File: config.mk
export PLATFORM = sky130hd
export DESIGN_NAME = mpd_io_release_ctrl
export DESIGN_NICKNAME = d
export VERILOG_FILES = /design/src/rtl/mpd_io_release_ctrl.sv
export SDC_FILE = /design/constraint.sdc
export NUM_CORES = 1
export LEC_CHECK = 0
export BUFFER_PORTS_ARGS = -buffer_cell sky130_fd_sc_hd__buf_2
export CAP_MARGIN = 20
export CORE_MARGIN = 3
export CORE_UTILIZATION = 54
export CTS_CLUSTER_DIAMETER = 150
export CTS_CLUSTER_SIZE = 40
export DETAILED_ROUTE_END_ITERATION = 10
export HOLD_SLACK_MARGIN = 0.03
export PLACE_DENSITY = 0.86
export SLEW_MARGIN = 0
export SYNTH_ARGS = -nofsm -noshare
export SYNTH_HDL_FRONTEND = slang
export SYNTH_SLANG_ARGS = --single-unit
File: constraint.sdc
create_clock -name CLK -period 2.8 [get_ports CLK]
set_clock_uncertainty 0.2 [all_clocks]
set_input_delay 0.56 -clock CLK [delete_from_list [all_inputs] [get_ports CLK]]
set_output_delay 0.56 -clock CLK [all_outputs]
set_load 0.03 [all_outputs]
File: src/rtl/mpd_io_release_ctrl.sv
// mpd_io_release_ctrl
//   Qualifies a configuration-done signature, then releases IO banks one at a
//   time with a fixed gap, and finally reports fabric_done. An asynchronous
//   pad override forces immediate completion. A synchronous clear returns the
//   controller to IDLE. A free-running heartbeat drives an LED.
//
// Ports
//   CLK           : clock, rising-edge
//   resetn        : asynchronous active-low reset
//   cfg_sig       : configuration latch signature word (SIG_W bits)
//   done_override : asynchronous pad input, forces done
//   clear         : synchronous return-to-IDLE request
//   bank_en       : per-bank IO release enables (NUM_BANKS bits, monotonic)
//   fabric_done   : high exactly while in DONE
//   heart_led     : heartbeat counter MSB
//   state_o       : state encoding IDLE=0 QUAL=1 RELEASE=2 DONE=3
module mpd_io_release_ctrl #(
  parameter int              SIG_W         = 48,
  parameter logic [SIG_W-1:0] SIGNATURE    = 48'hFEEDBADCA77E,
  parameter int              STABLE_CYCLES = 16,
  parameter int              NUM_BANKS     = 4,
  parameter int              GAP_CYCLES    = 8,
  parameter int              HB_BITS       = 22
) (
  input  logic                 CLK,
  input  logic                 resetn,
  input  logic [SIG_W-1:0]     cfg_sig,
  input  logic                 done_override,
  input  logic                 clear,
  output logic [NUM_BANKS-1:0] bank_en,
  output logic                 fabric_done,
  output logic                 heart_led,
  output logic [1:0]           state_o
);

  // Elaboration-time parameter range checks
  if (STABLE_CYCLES < 1 || STABLE_CYCLES > 255) begin : g_bad_stable
    $error("mpd_io_release_ctrl: STABLE_CYCLES must be 1..255");
  end
  if (NUM_BANKS < 1 || NUM_BANKS > 16) begin : g_bad_banks
    $error("mpd_io_release_ctrl: NUM_BANKS must be 1..16");
  end
  if (GAP_CYCLES < 1 || GAP_CYCLES > 255) begin : g_bad_gap
    $error("mpd_io_release_ctrl: GAP_CYCLES must be 1..255");
  end
  if (HB_BITS < 1 || SIG_W < 1) begin : g_bad_width
    $error("mpd_io_release_ctrl: HB_BITS and SIG_W must be at least 1");
  end

  typedef enum logic [1:0] {
    ST_IDLE    = 2'd0,
    ST_QUAL    = 2'd1,
    ST_RELEASE = 2'd2,
    ST_DONE    = 2'd3
  } state_t;

  // Terminal counter values: counters stop at these and never wrap.
  localparam logic [7:0]           QUAL_LAST  = 8'(STABLE_CYCLES - 1);
  localparam logic [7:0]           GAP_LAST   = 8'(GAP_CYCLES - 1);
  localparam logic [3:0]           LAST_IDX   = 4'(NUM_BANKS - 1);
  localparam logic [NUM_BANKS-1:0] FIRST_BANK = NUM_BANKS'(1'b1);
  localparam logic [NUM_BANKS-1:0] ALL_BANKS  = {NUM_BANKS{1'b1}};
  localparam logic [NUM_BANKS-1:0] NO_BANKS   = {NUM_BANKS{1'b0}};

  state_t               state_r, state_s;
  logic [7:0]           qual_cnt_r, qual_cnt_s;
  logic [7:0]           gap_cnt_r, gap_cnt_s;
  logic [3:0]           bank_idx_r, bank_idx_s, next_idx_s;
  logic [NUM_BANKS-1:0] bank_en_r, bank_en_s, next_bank_s;
  logic                 done_r;
  logic                 match_r;
  logic                 ovr_meta_r, ovr_sync_r;   // ovr_sync_r is ovr_s
  logic [HB_BITS-1:0]   hb_cnt_r;

  // Two-flop synchroniser for the asynchronous override pad
  always_ff @(posedge CLK or negedge resetn) begin
    if (!resetn) begin
      ovr_meta_r <= 1'b0;
      ovr_sync_r <= 1'b0;
    end else begin
      ovr_meta_r <= done_override;
      ovr_sync_r <= ovr_meta_r;
    end
  end

  // Registered signature compare, keeps the wide comparator off the FSM path
  always_ff @(posedge CLK or negedge resetn) begin
    if (!resetn) begin
      match_r <= 1'b0;
    end else begin
      match_r <= (cfg_sig == SIGNATURE);
    end
  end

  // Free-running heartbeat; clear deliberately does not touch it
  always_ff @(posedge CLK or negedge resetn) begin
    if (!resetn) begin
      hb_cnt_r <= {HB_BITS{1'b0}};
    end else begin
      hb_cnt_r <= hb_cnt_r + {{(HB_BITS-1){1'b0}}, 1'b1};
    end
  end

  // One-hot mask of the bank that the next gap expiry will enable
  always_comb begin
    next_idx_s  = bank_idx_r + 4'd1;
    next_bank_s = NO_BANKS;
    for (int i = 0; i < NUM_BANKS; i++) begin
      next_bank_s[i] = (4'(i) == next_idx_s);
    end
  end

  // Next-state logic: override beats clear, clear beats normal sequencing
  always_comb begin
    state_s    = state_r;
    qual_cnt_s = qual_cnt_r;
    gap_cnt_s  = gap_cnt_r;
    bank_idx_s = bank_idx_r;
    bank_en_s  = bank_en_r;
    if (ovr_sync_r) begin
      state_s    = ST_DONE;
      bank_en_s  = ALL_BANKS;
      qual_cnt_s = 8'd0;
      gap_cnt_s  = 8'd0;
      bank_idx_s = 4'd0;
    end else if (clear) begin
      state_s    = ST_IDLE;
      bank_en_s  = NO_BANKS;
      qual_cnt_s = 8'd0;
      gap_cnt_s  = 8'd0;
      bank_idx_s = 4'd0;
    end else begin
      case (state_r)
        ST_IDLE: begin
          if (match_r && (QUAL_LAST == 8'd0)) begin
            // A single matching cycle already satisfies qualification
            state_s    = (NUM_BANKS == 1) ? ST_DONE : ST_RELEASE;
            bank_en_s  = bank_en_r | FIRST_BANK;
            qual_cnt_s = 8'd0;
            gap_cnt_s  = 8'd0;
            bank_idx_s = 4'd0;
          end else if (match_r) begin
            state_s    = ST_QUAL;
            qual_cnt_s = 8'd1;
          end else begin
            qual_cnt_s = 8'd0;
          end
        end
        ST_QUAL: begin
          if (!match_r) begin
            state_s    = ST_IDLE;
            qual_cnt_s = 8'd0;
          end else if (qual_cnt_r == QUAL_LAST) begin
            // This edge counts the final required matching cycle
            state_s    = (NUM_BANKS == 1) ? ST_DONE : ST_RELEASE;
            bank_en_s  = bank_en_r | FIRST_BANK;
            qual_cnt_s = 8'd0;
            gap_cnt_s  = 8'd0;
            bank_idx_s = 4'd0;
          end else begin
            qual_cnt_s = qual_cnt_r + 8'd1;
          end
        end
        ST_RELEASE: begin
          // match_r is ignored here: release progress is sticky
          if (gap_cnt_r == GAP_LAST) begin
            gap_cnt_s  = 8'd0;
            bank_idx_s = next_idx_s;
            bank_en_s  = bank_en_r | next_bank_s;
            if (next_idx_s == LAST_IDX) begin
              state_s = ST_DONE;
            end else begin
              state_s = ST_RELEASE;
            end
          end else begin
            gap_cnt_s = gap_cnt_r + 8'd1;
          end
        end
        ST_DONE: begin
          state_s = ST_DONE;
        end
        default: begin
          state_s    = ST_IDLE;
          bank_en_s  = NO_BANKS;
          qual_cnt_s = 8'd0;
          gap_cnt_s  = 8'd0;
          bank_idx_s = 4'd0;
        end
      endcase
    end
  end

  // FSM, counter and output registers
  always_ff @(posedge CLK or negedge resetn) begin
    if (!resetn) begin
      state_r    <= ST_IDLE;
      qual_cnt_r <= 8'd0;
      gap_cnt_r  <= 8'd0;
      bank_idx_r <= 4'd0;
      bank_en_r  <= NO_BANKS;
      done_r     <= 1'b0;
    end else begin
      state_r    <= state_s;
      qual_cnt_r <= qual_cnt_s;
      gap_cnt_r  <= gap_cnt_s;
      bank_idx_r <= bank_idx_s;
      bank_en_r  <= bank_en_s;
      done_r     <= (state_s == ST_DONE);
    end
  end

  assign bank_en     = bank_en_r;
  assign fabric_done = done_r;
  assign heart_led   = hb_cnt_r[HB_BITS-1];
  assign state_o     = state_r;

endmodule

# Word level (Yosys, flattened, before mapping)
# Index checks and enable logic that the tools add are counted.
# W data, S select, Z words.
[totals] reg_bits=52 inputBits=52 out_inout_bits=8 elab_cells=72
[classes] n_addsub=4 eq_ne=15 n_mux=32 bitwise=1 n_reduce_logical=9
[ops] operator="$mux W8" n=9
[ops] operator="$eq A48 B48 Y1 const B" n=1
[ops] operator="$mux W4" n=8
[ops] operator="$pmux W8 S2" n=2
[ops] operator="$add A22 B1 Y22 const B" n=1
[ops] operator="$add A8 B1 Y8 const B" n=2
[ops] operator="$pmux W4 S2" n=2
[ops] operator="$mux W2" n=6
[ops] operator="$ne A4 B4 Y1 const B" n=3
[ops] operator="$eq A2 B4 Y1 const A" n=2
[ops] operator="$eq A8 B3 Y1 const B" n=1
[ops] operator="$eq A8 B4 Y1 const B" n=1
[ops] operator="$pmux W2 S4" n=1
[ops] operator="$reduce_bool A4 Y1" n=2
[ops] operator="$eq A2 B2 Y1 const B" n=3
[ops] operator="$reduce_and A3 Y1" n=2
[ops] operator="$reduce_bool A3 Y1" n=2
[ops] operator="$add A4 B1 Y4 const B" n=1
[ops] operator="$eq A1 B4 Y1 const A" n=1
[ops] operator="$eq A4 B2 Y1 const B" n=1
[ops] operator="$logic_not A4 Y1" n=1
[ops] operator="$mux W1" n=4
[ops] operator="$or A4 B4 Y4" n=1
[ops] operator="$reduce_and A4 Y1" n=1
[ops] operator="3 further kinds" n=3

# Logic depth before layout (Yosys ltp)
[depth] word_depth=8 ltp_mapped=8 ltp_nobuf=7

# Least setup slack after synthesis
# Ideal clock, no wire load.
[synth_path] path_type="reg-to-reg" start="reg state_r[0] (netlist: state_o[0])" end="reg gap_cnt_r[7]" setup_ns=0.136 arrival_ns=2.120 required_ns=2.464 slack_ns=0.344 path_stages_with_launch=8 path_buffers=0 period_less_slack_ns=2.456 cell_sequence="dfrtp_1 > inv_1 > ha_1 > nand2_1 > or3_4 > a2111oi_4 > mux2i_1 > nor4_2"
[synth_between] elab_chain_len=4 word_cells_on_any_way=9
[synth_lines] item="from (decl)" line_no="65" rtl="state_t state_r, state_s;"
[synth_lines] item="from (signal assigned)" line_no="203" rtl="state_r <= state_s;"
[synth_lines] item="$eq A2 B2 Y1 or $eq A2 B1 Y1 (tied branches)" line_no="133" rtl="case (state_r)"
[synth_lines] item="$pmux W8 S2" line_no="133"
[synth_lines] item="$mux W8" line_no="126" rtl="end else if (clear) begin"
[synth_lines] item="$mux W8" line_no="120" rtl="if (ovr_sync_r) begin"
[synth_lines] item="to (signal assigned)" line_no="205" rtl="gap_cnt_r <= gap_cnt_s;"
[synth_lines] item="to (decl)" line_no="67" rtl="logic [7:0] gap_cnt_r, gap_cnt_s;"
# Parallel ways exist; a longest one is shown, timed or not.
# A chain may end at the register's enable or synchronous reset.

# Worst setup path after layout
[layout_path] start="reg qual_cnt_r[5]" end="reg bank_en_r[0] (netlist: bank_en[0])"
[layout_between] elab_chain_len=3
[layout_lines] item="from (decl)" line_no="66" rtl="logic [7:0] qual_cnt_r, qual_cnt_s;"
[layout_lines] item="from (signal assigned)" line_no="204" rtl="qual_cnt_r <= qual_cnt_s;"
[layout_lines] item="$eq A8 B4 Y1" line_no="153" rtl="end else if (qual_cnt_r == QUAL_LAST) begin"
[layout_lines] item="$ne A4 B4 Y1 (no line)"
[layout_lines] item="$reduce_and A4 Y1 (no line)"
[layout_lines] item="to (signal assigned)" line_no="207" rtl="bank_en_r <= bank_en_s;"
[layout_lines] item="to (decl)" line_no="69" rtl="logic [NUM_BANKS-1:0] bank_en_r, bank_en_s, next_bank_s;"
# Every way passes these cells.

==> reports/results.ini <==
[run_status]
status = completed

[routing]
final_antenna_net_count = 0
post-route-drc-count = 0
dr_total_vias = 2378
wl_per_cell_um = 14.1
vias_per_cell = 5.66
first_pass_iters = 4
drt-total-wl_um = 5930
first_iter_violations = 131

[yosys]
yosysTopAreaCellShare_pct = 46.1
netlist_area_um2 = 2820
synth_top_family_by_area = simple AND/OR/NAND/NOR gates
synthAdderAreaFrac_pct = 5.32
yosys.area_share.simple_pct = 25.4
synth-compound-area-share_pct = 9.09
avgSynthCellArea_um2 = 9.76
synth_area_leaders = dfrtp_1 (46%), xnor2_1 (5.9%), ha_1 (5.3%), nor2_1 (3.5%), xor2_1 (3.1%)
synthArstFlopShare_pct = 100
muxShareOfSynthArea_pct = 1.46
synth.most_common_cell = dfrtp_1
syn_nets = 353
ys_warn_count = 0
synth-edff-count = 0
synth_seq_area_share_pct = 46.1
synth_cell_types = 44
ys.flop_type = dfrtp_1
postSynthCellCount = 289
synth_xor_area_share_pct = 9.00
yosys-top-cells-count = dfrtp_1 (52), nor2_1 (26), nand2_1 (22)
synth-seq-cells = 52
synth_top_area_cell = dfrtp_1

[placement]
port_buffers = 59
dpl.hpwl_um = 4510
gp_congestion = 0.938
dpl-instance-area_um2 = 3210

[cts]
cts_setup_buffers = 0
cts_buffers = 5
h-tree-depth = 2
cts.hold.buffers_added = 0
cts_tree = yes
cts_resized = 0
cts_sinks = 52
root_buffer = clkbuf_8
clockBufferDepth = 2
clk_pin_slew_ns = 0.09
insertion_delay_ns = 0.30

[floorplanning]
die_w_um = 78.3
ios = 60
die_y_um = 78.3
start_util_pct = 57.8
die_area_um2 = 6130
fp.coreArea_um2 = 4880
fp-row-count = 25

[sta]
fin_setup_tns_ns = 0
slew_viol_final = 0
fmax_ghz = 0.390
setup-violations-final = 0
rsz0062_at_grt = false
relSlewSlack_pct = 51.6
finalCriticalPeriod_ns = 2.57
final_hold_viol_count = 0
fin_crit_sh_pct = 91.7
worst_slew_pin_slew_ns = 0.720

[power_and_ir_drop]
irDropWorstVdd_mv = 0.394
switching_power_uw = 545
swShare_pct = 31.6
p_int_uw = 1180
power.leakage_uw = 0.00146
pwr-share-clk_pct = 30.1
pwr_density_cell_nw_per_um2 = 520
p_comb_share_pct = 23.6
pwr-share-seq_pct = 46.3

[global_route]
antenna_found_initial = 0
gr-max-usage-layer = met2
grtUsageMet3_pct = 3.78
globalRouteMet1Util_pct = 26.6
met2_usage_pct = 37.8
grtUsageTotal_pct = 21.4
grt_pass1_vias = 2370
grt-ovfl-total = 0
grt_pass1_wl_um = 10400
grt_max_degree = 26

[layout]
final_layout_size_suffix_gt1_share_pct = 22.4
area.growth.synth_to_final_pct = 17.6
num_antenna_cells = 0
fin_area_um2 = 3320
layout.nets = 416

[setup_path]
worstSetupPathType = flop to flop
path_buf_inv = 0
slowest_stage = or4b_4
critPathCaptureType = flop
arrival_ns = 2.56
critPathMaxStageDelay_ns = 0.56
startpoint_type = flop
worstPathRequired_ns = 2.79
cp_max_fo = 12
critPathTopFamily = simple AND/OR/NAND/NOR gates
crit_path_cell_trace = or4b_4 -> o21ai_1 -> nand2_1 -> o21ai_0 -> mux2_2

[worst_hold_path]
hold_path_class = primary input to async pin

[flow_run]
drv_cap = 0

-- final timing paths --
kind | end | depth (start not counted) | start | slack [ns]
worst min-delay path | gap_cnt_r[5] | 1 | resetn | 0.02
max in group asynchronous | hb_cnt_r[11] | 2 | resetn | 1.78
min in group CLK | ovr_sync_r | 0 | ovr_meta_r | 0.16
worst max register to register | bank_en[0] | 5 | qual_cnt_r[5] | 0.23
worst max-delay path | bank_en[0] | 5 | qual_cnt_r[5] | 0.23
worst min register to register | ovr_sync_r | 0 | ovr_meta_r | 0.16
-- per-stage QoR --
step,hold WS (ns),setup slack (ns),power (uW),cells,utilization [%]
CTS,0.0440,0.270,1730,420,68.0
global route,0.0731,0.128,1810,420,68.0
detailed placement,0.137,0.273,1220,412,65.7
global placement,0.132,0.368,1210,412,65.7
floorplan,0.0644,0.344,1080,289,-
finish,0.0228,0.233,1730,420,68.0
-- state kept, by name, summed over array words and instances (netlist names) --
signal	count
bank_idx_r	4
fabric_done	1
bank_en	4
qual_cnt_r	8
match_r	1
ovr_meta_r	1
hb_cnt_r	22
gap_cnt_r	8
ovr_sync_r	1
state_o	2
-- power groups by stage --
stage / registers, uW / logic, uW / clock network, uW
after floorplan: 856 / 227 / 0
after global placement: 811 / 397 / 0
after detailed placement: 813 / 402 / 0
after CTS: 799 / 403 / 530
after global routing: 803 / 446 / 564
final: 799 / 408 / 519
-- metal layers --
layer	wire length [um]	up-vias	part of all wire (%)
met2	2980	93	50
met5	0	-	0
met1	2490	1123	42
li1	-	1154	-
met3	375	8	6.3
met4	80	0	1.3
-- layout make-up --
class | count | area, um^2
Timing Repair Buffer | 64 | 333
Fill cell | 377 | 1560
Sequential cell | 52 | 1300
Clock buffer | 6 | 72.6
Clock inverter | 2 | 38.8
Inverter | 19 | 71.3
Tap cell | 67 | 83.8
Multi-Input combinational cell | 210 | 1420
-- kinds of logic (layout without fill, tap and decap cells) --
kind of cell / Yosys count / count (layout)
simple gates: 128 / 128
flops: 52 / 52
compound gates: 37 / 37
xor+xnor: 29 / 29
buf+inv: 27 / 91
fa+ha+maj: 12 / 12
mux: 4 / 4
-- placed cells by master, fill, tap and decap left out, types with 8 or more instances in the layout --
| cell type | netlist | final |
|---|---|---|
| ha_1 | 12 | 12 |
| xor2_1 | 10 | 10 |
| inv_1 | 19 | 19 |
| a21oi_1 | 9 | 9 |
| dfrtp_1 | 52 | 52 |
| nand4_1 | 12 | 12 |
| nand2_1 | 22 | 22 |
| buf_2 | 0 | 59 |
| xnor2_1 | 19 | 19 |
| nor2_1 | 26 | 26 |
| nand4b_1 | 8 | 8 |
| nand3_1 | 17 | 17 |
| o21ai_0 | 8 | 8 |
Power figures use the tool's default switching activity.
